--- config.mk ---
export PLATFORM = sky130hd
export DESIGN_NAME = rfft_4pt
export DESIGN_NICKNAME = d
export VERILOG_FILES = /design/src/rtl/rfft_4pt_pkg.sv /design/src/rtl/rfft_4pt_bank.sv /design/src/rtl/rfft_4pt.sv
export SDC_FILE = /design/constraint.sdc
export NUM_CORES = 2
export LEC_CHECK = 0
export ABC_AREA = 1
export ABC_CLOCK_PERIOD_IN_PS = 29200
export BUFFER_PORTS_ARGS = -buffer_cell sky130_fd_sc_hd__clkbuf_2
export CAP_MARGIN = 20
export CELL_PAD_IN_SITES_DETAIL_PLACEMENT = 0
export CELL_PAD_IN_SITES_GLOBAL_PLACEMENT = 2
export CORE_ASPECT_RATIO = 0.9
export CORE_UTILIZATION = 37
export CTS_BUF_LIST = sky130_fd_sc_hd__clkbuf_16
export CTS_CLUSTER_DIAMETER = 100
export DETAILED_ROUTE_END_ITERATION = 7
export GPL_TIMING_DRIVEN = 0
export PLACE_DENSITY = 0.83
export SYNTH_ARGS = -nofsm -noshare
export SYNTH_HDL_FRONTEND = slang
export SYNTH_SLANG_ARGS = --single-unit
--- constraint.sdc ---
create_clock -name clk -period 29.2 [get_ports clk]
set_input_delay 4.38 -clock clk [delete_from_list [all_inputs] [get_ports clk]]
set_output_delay 4.38 -clock clk [all_outputs]
set_load 0.005 [all_outputs]
--- src/rtl/rfft_4pt_pkg.sv ---
// Shared constants and helpers for the four-bank radix-2 FFT compute element.
package rfft_4pt_pkg;

    localparam int DEF_ADDR_BIT = 3;
    localparam int DEF_DATA_BIT = 16;
    // Twiddles carry two integer bits (Q2.14 at 16 bits).
    localparam int FRAC_GUARD   = 2;

    typedef enum logic {
        SRC_LOAD    = 1'b0,
        SRC_COMPUTE = 1'b1
    } src_e;

    // Bank 0 occupies the most significant field of a packed address bus.
    function automatic int addr_lsb(input int bank, input int abit);
        return (3 - bank) * abit;
    endfunction

endpackage

--- src/rtl/rfft_4pt_bank.sv ---
// One data bank: async-cleared word array, combinational read, registered read-back.
module rfft_4pt_bank
    import rfft_4pt_pkg::*;
#(
    parameter int ADDR_BIT = DEF_ADDR_BIT,
    parameter int DATA_BIT = DEF_DATA_BIT
) (
    input  logic                clk,
    input  logic                rst,
    input  logic [ADDR_BIT-1:0] raddr,
    input  logic [ADDR_BIT-1:0] waddr,
    input  logic [DATA_BIT-1:0] wdata,
    output logic [DATA_BIT-1:0] rdata,
    output logic [DATA_BIT-1:0] mem
);

    localparam int DEPTH = 1 << ADDR_BIT;

    logic [DATA_BIT-1:0] word_q [DEPTH];
    logic [DATA_BIT-1:0] word_d [DEPTH];
    logic [DATA_BIT-1:0] mem_q;
    logic [DATA_BIT-1:0] mem_d;

    // Read-back samples the pre-write contents, so an in-place update shows old data.
    always_comb begin
        word_d        = word_q;
        word_d[waddr] = wdata;
        mem_d         = word_q[raddr];
    end

    always_ff @(posedge clk or posedge rst) begin
        if (rst) begin
            for (int i = 0; i < DEPTH; i++) begin
                word_q[i] <= '0;
            end
            mem_q <= '0;
        end else begin
            word_q <= word_d;
            mem_q  <= mem_d;
        end
    end

    assign rdata = word_q[raddr];
    assign mem   = mem_q;

endmodule

--- src/rtl/rfft_4pt.sv ---
// Four-bank in-place radix-2 compute element: crossbars, add/sub and twiddle butterflies.
module rfft_4pt
    import rfft_4pt_pkg::*;
#(
    parameter int ADDR_BIT = DEF_ADDR_BIT,
    parameter int DATA_BIT = DEF_DATA_BIT,
    parameter int FRAC     = DATA_BIT - FRAC_GUARD
) (
    input  logic                  clk,
    input  logic                  rst,
    input  logic [DATA_BIT-1:0]   in0,
    input  logic [DATA_BIT-1:0]   in1,
    input  logic [DATA_BIT-1:0]   in2,
    input  logic [DATA_BIT-1:0]   in3,
    output logic [DATA_BIT-1:0]   mem0,
    output logic [DATA_BIT-1:0]   mem1,
    output logic [DATA_BIT-1:0]   mem2,
    output logic [DATA_BIT-1:0]   mem3,
    input  logic                  m0,
    input  logic                  m11,
    input  logic [1:0]            m12,
    input  logic [1:0]            m13,
    input  logic                  m14,
    input  logic                  m21,
    input  logic                  m22,
    input  logic                  m23,
    input  logic                  m24,
    input  logic [DATA_BIT-1:0]   w_r,
    input  logic [DATA_BIT-1:0]   w_i,
    input  logic                  bypass_en,
    input  logic [4*ADDR_BIT-1:0] addr_read,
    input  logic [4*ADDR_BIT-1:0] addr_write
);

    localparam int PW = 2 * DATA_BIT;

    logic [DATA_BIT-1:0] rd      [4];
    logic [DATA_BIT-1:0] mem_rd  [4];
    logic [DATA_BIT-1:0] din     [4];
    logic [DATA_BIT-1:0] wd      [4];
    logic [DATA_BIT-1:0] wr_data [4];

    logic signed [DATA_BIT-1:0] a, b, c, d;
    logic signed [PW-1:0]       p_cwr, p_dwi, p_cwi, p_dwr;
    logic signed [PW:0]         re_full, im_full;
    logic [DATA_BIT-1:0]        ya0, ya1, yb0, yb1;

    assign din[0] = in0;
    assign din[1] = in1;
    assign din[2] = in2;
    assign din[3] = in3;

    assign mem0 = mem_rd[0];
    assign mem1 = mem_rd[1];
    assign mem2 = mem_rd[2];
    assign mem3 = mem_rd[3];

    for (genvar k = 0; k < 4; k++) begin : g_bank
        rfft_4pt_bank #(
            .ADDR_BIT(ADDR_BIT),
            .DATA_BIT(DATA_BIT)
        ) u_bank (
            .clk  (clk),
            .rst  (rst),
            .raddr(addr_read[addr_lsb(k, ADDR_BIT) +: ADDR_BIT]),
            .waddr(addr_write[addr_lsb(k, ADDR_BIT) +: ADDR_BIT]),
            .wdata(wr_data[k]),
            .rdata(rd[k]),
            .mem  (mem_rd[k])
        );
    end

    always_comb begin
        a = m11 ? rd[1] : rd[0];
        b = rd[m12];
        c = rd[m13];
        d = m14 ? rd[3] : rd[2];

        ya0 = a + b;
        ya1 = a - b;

        p_cwr = PW'(c) * PW'($signed(w_r));
        p_dwi = PW'(d) * PW'($signed(w_i));
        p_cwi = PW'(c) * PW'($signed(w_i));
        p_dwr = PW'(d) * PW'($signed(w_r));

        // One guard bit keeps the sum exact before the truncating shift and wrap.
        re_full = {p_cwr[PW-1], p_cwr} - {p_dwi[PW-1], p_dwi};
        im_full = {p_cwi[PW-1], p_cwi} + {p_dwr[PW-1], p_dwr};

        if (bypass_en) begin
            yb0 = c;
            yb1 = d;
        end else begin
            yb0 = DATA_BIT'(re_full >>> FRAC);
            yb1 = DATA_BIT'(im_full >>> FRAC);
        end

        wd[0] = m21 ? yb0 : ya0;
        wd[1] = m22 ? yb1 : ya1;
        wd[2] = m23 ? ya0 : yb0;
        wd[3] = m24 ? ya1 : yb1;

        for (int k = 0; k < 4; k++) begin
            unique case (src_e'(m0))
                SRC_LOAD:    wr_data[k] = din[k];
                SRC_COMPUTE: wr_data[k] = wd[k];
                default:     wr_data[k] = din[k];
            endcase
        end
    end

endmodule

==> impl_results.md <==
* Synth Instances at 8710
* Clk buf depth at 3
* Critical R2R Launch: g_bank[2].u_bank.word_q[127]$_DFFE_PP0P_
* Flop and latch count out of synthesis at 576
* Drt first pass iters at 6
* Number of design-rule violations left by the first detailed-router iteration at 6085
* Critical path's slowest cell: sky130_fd_sc_hd__clkbuf_1
* Multiplexer fraction of the synthesized cell area at 0
* Post-cts repair resize count at 0
* Sequential share of the synthesized area at 0.211
* Area of the die at 187000 um^2
* Main flop type after synthesis: sky130_fd_sc_hd__dfrtp_1
* Max capacitance violation total at 0
* Clock tree from TritonCTS: done
* Run status: finished clean
* Combinational family with the most area after synthesis: adder cells
* Via density per instance at 5.19
* Maximum number of pins on one net before global-route repair at 121
* Average wire per standard cell at 25.9 um
* Hold Buf Count CTS at 0
* Hold crit path type: flop to flop
* Gr usage total at 0.321
* Number of input and output port buffers inserted at 169
* Synthesized area divided by synthesized cell count at 7.86 um^2
* Arrival time at the worst endpoint at 16400 ps
* Post-CTS setup buffer count at 0
* Endpoints failing setup at 0
* Total clock sinks at 576
* Number of warnings printed during yosys synthesis at 0
* Count of final max-slew check failures at 0
* Antenna-violating nets left at 0
* Vias in the first global route at 59700
* Syn Nets at 10200
* HPWL after detailed placement at 242 mm
* DRC violations left at 0
* Unrepaired setup endpoints after global routing: no
* Share of final-layout standard cells stronger than drive strength 1 at 0.0615
* Fraction of registers with async set or reset after synthesis at 1.00
* Final weighted congestion in routability-driven placement at 0.993
* Number of endpoints with negative hold slack in the final report at 0
* Timing-limited maximum frequency at 63.1 MHz
* Xor and xnor area share after synthesis at 0.0104
* Post-synthesis to final-layout area growth at 9.69%
* Crit start category: primary input
* Routed wire length at 296 mm
* Antenna violations before repair at 21
* CTS Root Cell: sky130_fd_sc_hd__clkbuf_16
* Congestion Overflow GR at 0
* Delay of the slowest cell on the worst path at 910 ps
* Number of nets in the layout at 10500
* Die X-Extent at 455 um
* Number of distinct standard cells referenced by the synthesized netlist at 56
* Post-synthesis share of cell area spent on full adders, half adders and majority gates at 0.376
* Clk slew on worst S/H paths at 60 ps
* Number of CTS-inserted buffers at 69
* Sum Neg Setup Slack at 0 ps
* Endpoint class of the critical path: flop
* CP Buf/Inv Count at 10
* Synthesized-area fraction occupied by ao, oa, aoi and oai cells at 0.0615
* Least-Margin Pin Slew at 1280 ps
* Starting density of the core at 0.373
* Required time of the critical path at 29750 ps
* Wire length of the first global-routing pass at 427 mm
* Placeable core area at 183000 um^2
* Max Fanout on Critical Path at 10
* Area of the mapped netlist at 68400 um^2
* Number of synthesized flops with an enable pin at 0
* I/O pin cnt at 198
* Clock insertion delay at the later pin of the skew report at 680 ps
* Worst path top cell family by delay: adder cells
* Period utilization at 0.543
* Post-layout min period at 15850 ps
* Rows at 149
* Vias after detailed routing at 59500
* Hold path startpoint: g_bank[3].u_bank.word_q[39]$_DFFE_PP0P_
* Area share of and/or/nand/nor cells after synthesis at 0.224
* Library cell appearing most often on the critical path: sky130_fd_sc_hd__fa_1
* Post-route clock skew at 42.2 ps
* Start point of the critical path: addr_read[2]
* Die extent in y at 410 um
* WS Path Type: primary input to flop
* Worst max-slew margin expressed relative to the limit at 0.148
* Maximum level of the CTS H-tree at 3
-- metal layers --
metal  vias to the layer above  part of all wire  GRT usage
met4                         8             0.044      0.125
li1                      26400                 -          -
met2                      2475              0.42      0.466
met5                         -           0.00016          0
met3                       450             0.091     0.0721
met1                     30100              0.44      0.461
-- cells in the final DEF, fill, tap and decap left out, types with 7 or more instances in the layout --
master / count
sky130_fd_sc_hd__a21oi_1: 133
sky130_fd_sc_hd__a31oi_1: 32
sky130_fd_sc_hd__buf_1: 11
sky130_fd_sc_hd__buf_16: 10
sky130_fd_sc_hd__buf_2: 80
sky130_fd_sc_hd__buf_4: 19
sky130_fd_sc_hd__buf_6: 10
sky130_fd_sc_hd__buf_8: 16
sky130_fd_sc_hd__clkbuf_1: 270
sky130_fd_sc_hd__clkbuf_16: 69
sky130_fd_sc_hd__clkbuf_2: 169
sky130_fd_sc_hd__clkinv_1: 50
sky130_fd_sc_hd__dfrtp_1: 576
sky130_fd_sc_hd__diode_2: 9
sky130_fd_sc_hd__fa_1: 1086
sky130_fd_sc_hd__ha_1: 317
sky130_fd_sc_hd__inv_1: 1654
sky130_fd_sc_hd__inv_2: 26
sky130_fd_sc_hd__nand2_1: 2556
sky130_fd_sc_hd__nand2_2: 65
sky130_fd_sc_hd__nand3_1: 214
sky130_fd_sc_hd__nand4_1: 12
sky130_fd_sc_hd__nor2_1: 929
sky130_fd_sc_hd__nor2_2: 7
sky130_fd_sc_hd__nor3_1: 26
sky130_fd_sc_hd__nor3_2: 20
sky130_fd_sc_hd__o211ai_1: 62
sky130_fd_sc_hd__o21ai_0: 291
sky130_fd_sc_hd__o21ai_1: 36
sky130_fd_sc_hd__o21ai_2: 12
sky130_fd_sc_hd__o221ai_1: 91
sky130_fd_sc_hd__xnor2_1: 36
sky130_fd_sc_hd__xor2_1: 45
-- cell usage after synthesis, drive strengths merged, types with 38 or more instances --
master,n,share of area
a21oi,134,0.0099
buf,116,0.0096
clkbuf,270,0.015
clkinv,38,0.0021
dfrtp,576,0.21
fa,1086,0.32
ha,317,0.058
inv,1664,0.091
nand2,2626,0.15
nand3,222,0.017
nor2,937,0.052
nor3,46,0.0048
o211ai,63,0.0070
o21ai,342,0.026
o221ai,91,0.012
xor2,45,0.0058
-- cell type report --
cell class              count  area (um^2)
well taps                2416         3020
flip-flops and latches    576        14400
clock buffers              69         1730
plain buffers             386         1670
diodes                      9         22.5
fillers                 19200       108000
inverters                1702         6400
multi-input cells        6046        46000
clock inverters            52          442
repair buffers            199         1400
-- per-stage QoR --
| stage | std cells | area, um^2 | hold slack [ps] | setup WS (ps) | util |
|---|---|---|---|---|---|
| 2_1_floorplan | 8710 | 68400 | 444 | 8710 | - |
| 3_3_place_gp | 11300 | 72300 | 456 | 954 | 0.394 |
| 3_5_place_dp | 11300 | 72800 | 460 | 12950 | 0.397 |
| 4_1_cts | 11400 | 74900 | 475 | 13660 | 0.409 |
| 5_1_grt | 11500 | 75000 | 491 | 13230 | 0.409 |
| 6_report | 11500 | 75100 | 473 | 13350 | 0.409 |
-- worst paths after layout --
| check | end | slack, ps | cells past startpoint |
|---|---|---|---|
| min | g_bank[3].u_bank.word_q[39]$_DFFE_PP0P_ | 470 | 2 |
| max reg2reg | g_bank[0].u_bank.word_q[62]$_DFFE_PP0P_ | 17220 | 36 |
| min in group asynchronous | g_bank[1].u_bank.word_q[72]$_DFFE_PP0P_ | 3720 | 2 |
| max in group asynchronous | g_bank[2].u_bank.word_q[120]$_DFFE_PP0P_ | 22880 | 6 |
| max | g_bank[0].u_bank.word_q[62]$_DFFE_PP0P_ | 13350 | 35 |
| min reg2reg | g_bank[3].u_bank.word_q[39]$_DFFE_PP0P_ | 470 | 2 |
-- flip-flops by register name, indices dropped and copies added (netlist names) --
signal / flops
g_bank.u_bank.word_q: 512
g_bank.u_bank.mem: 64
-- worst min-delay path, stage by stage (launching register included) --
cell                      delay (ps)
sky130_fd_sc_hd__dfrtp_1         330
sky130_fd_sc_hd__nand2_1          50
sky130_fd_sc_hd__nand2_1          60
-- logic make-up (layout without fill, tap and decap cells) --
group                      Yosys count  after routing
and+or+nand+nor                   3866           3866
DFF                                576            576
buffers and inverters             2088           2408
xor gates and xnor gates            81             81
adders and majority gates         1403           1403
other                                0              9
AOI/OAI and AO/OA                  696            696
Power is left out: the tool's default activity adds up to more than one toggle a clock period on the data nets, which glitch-free logic cannot reach.
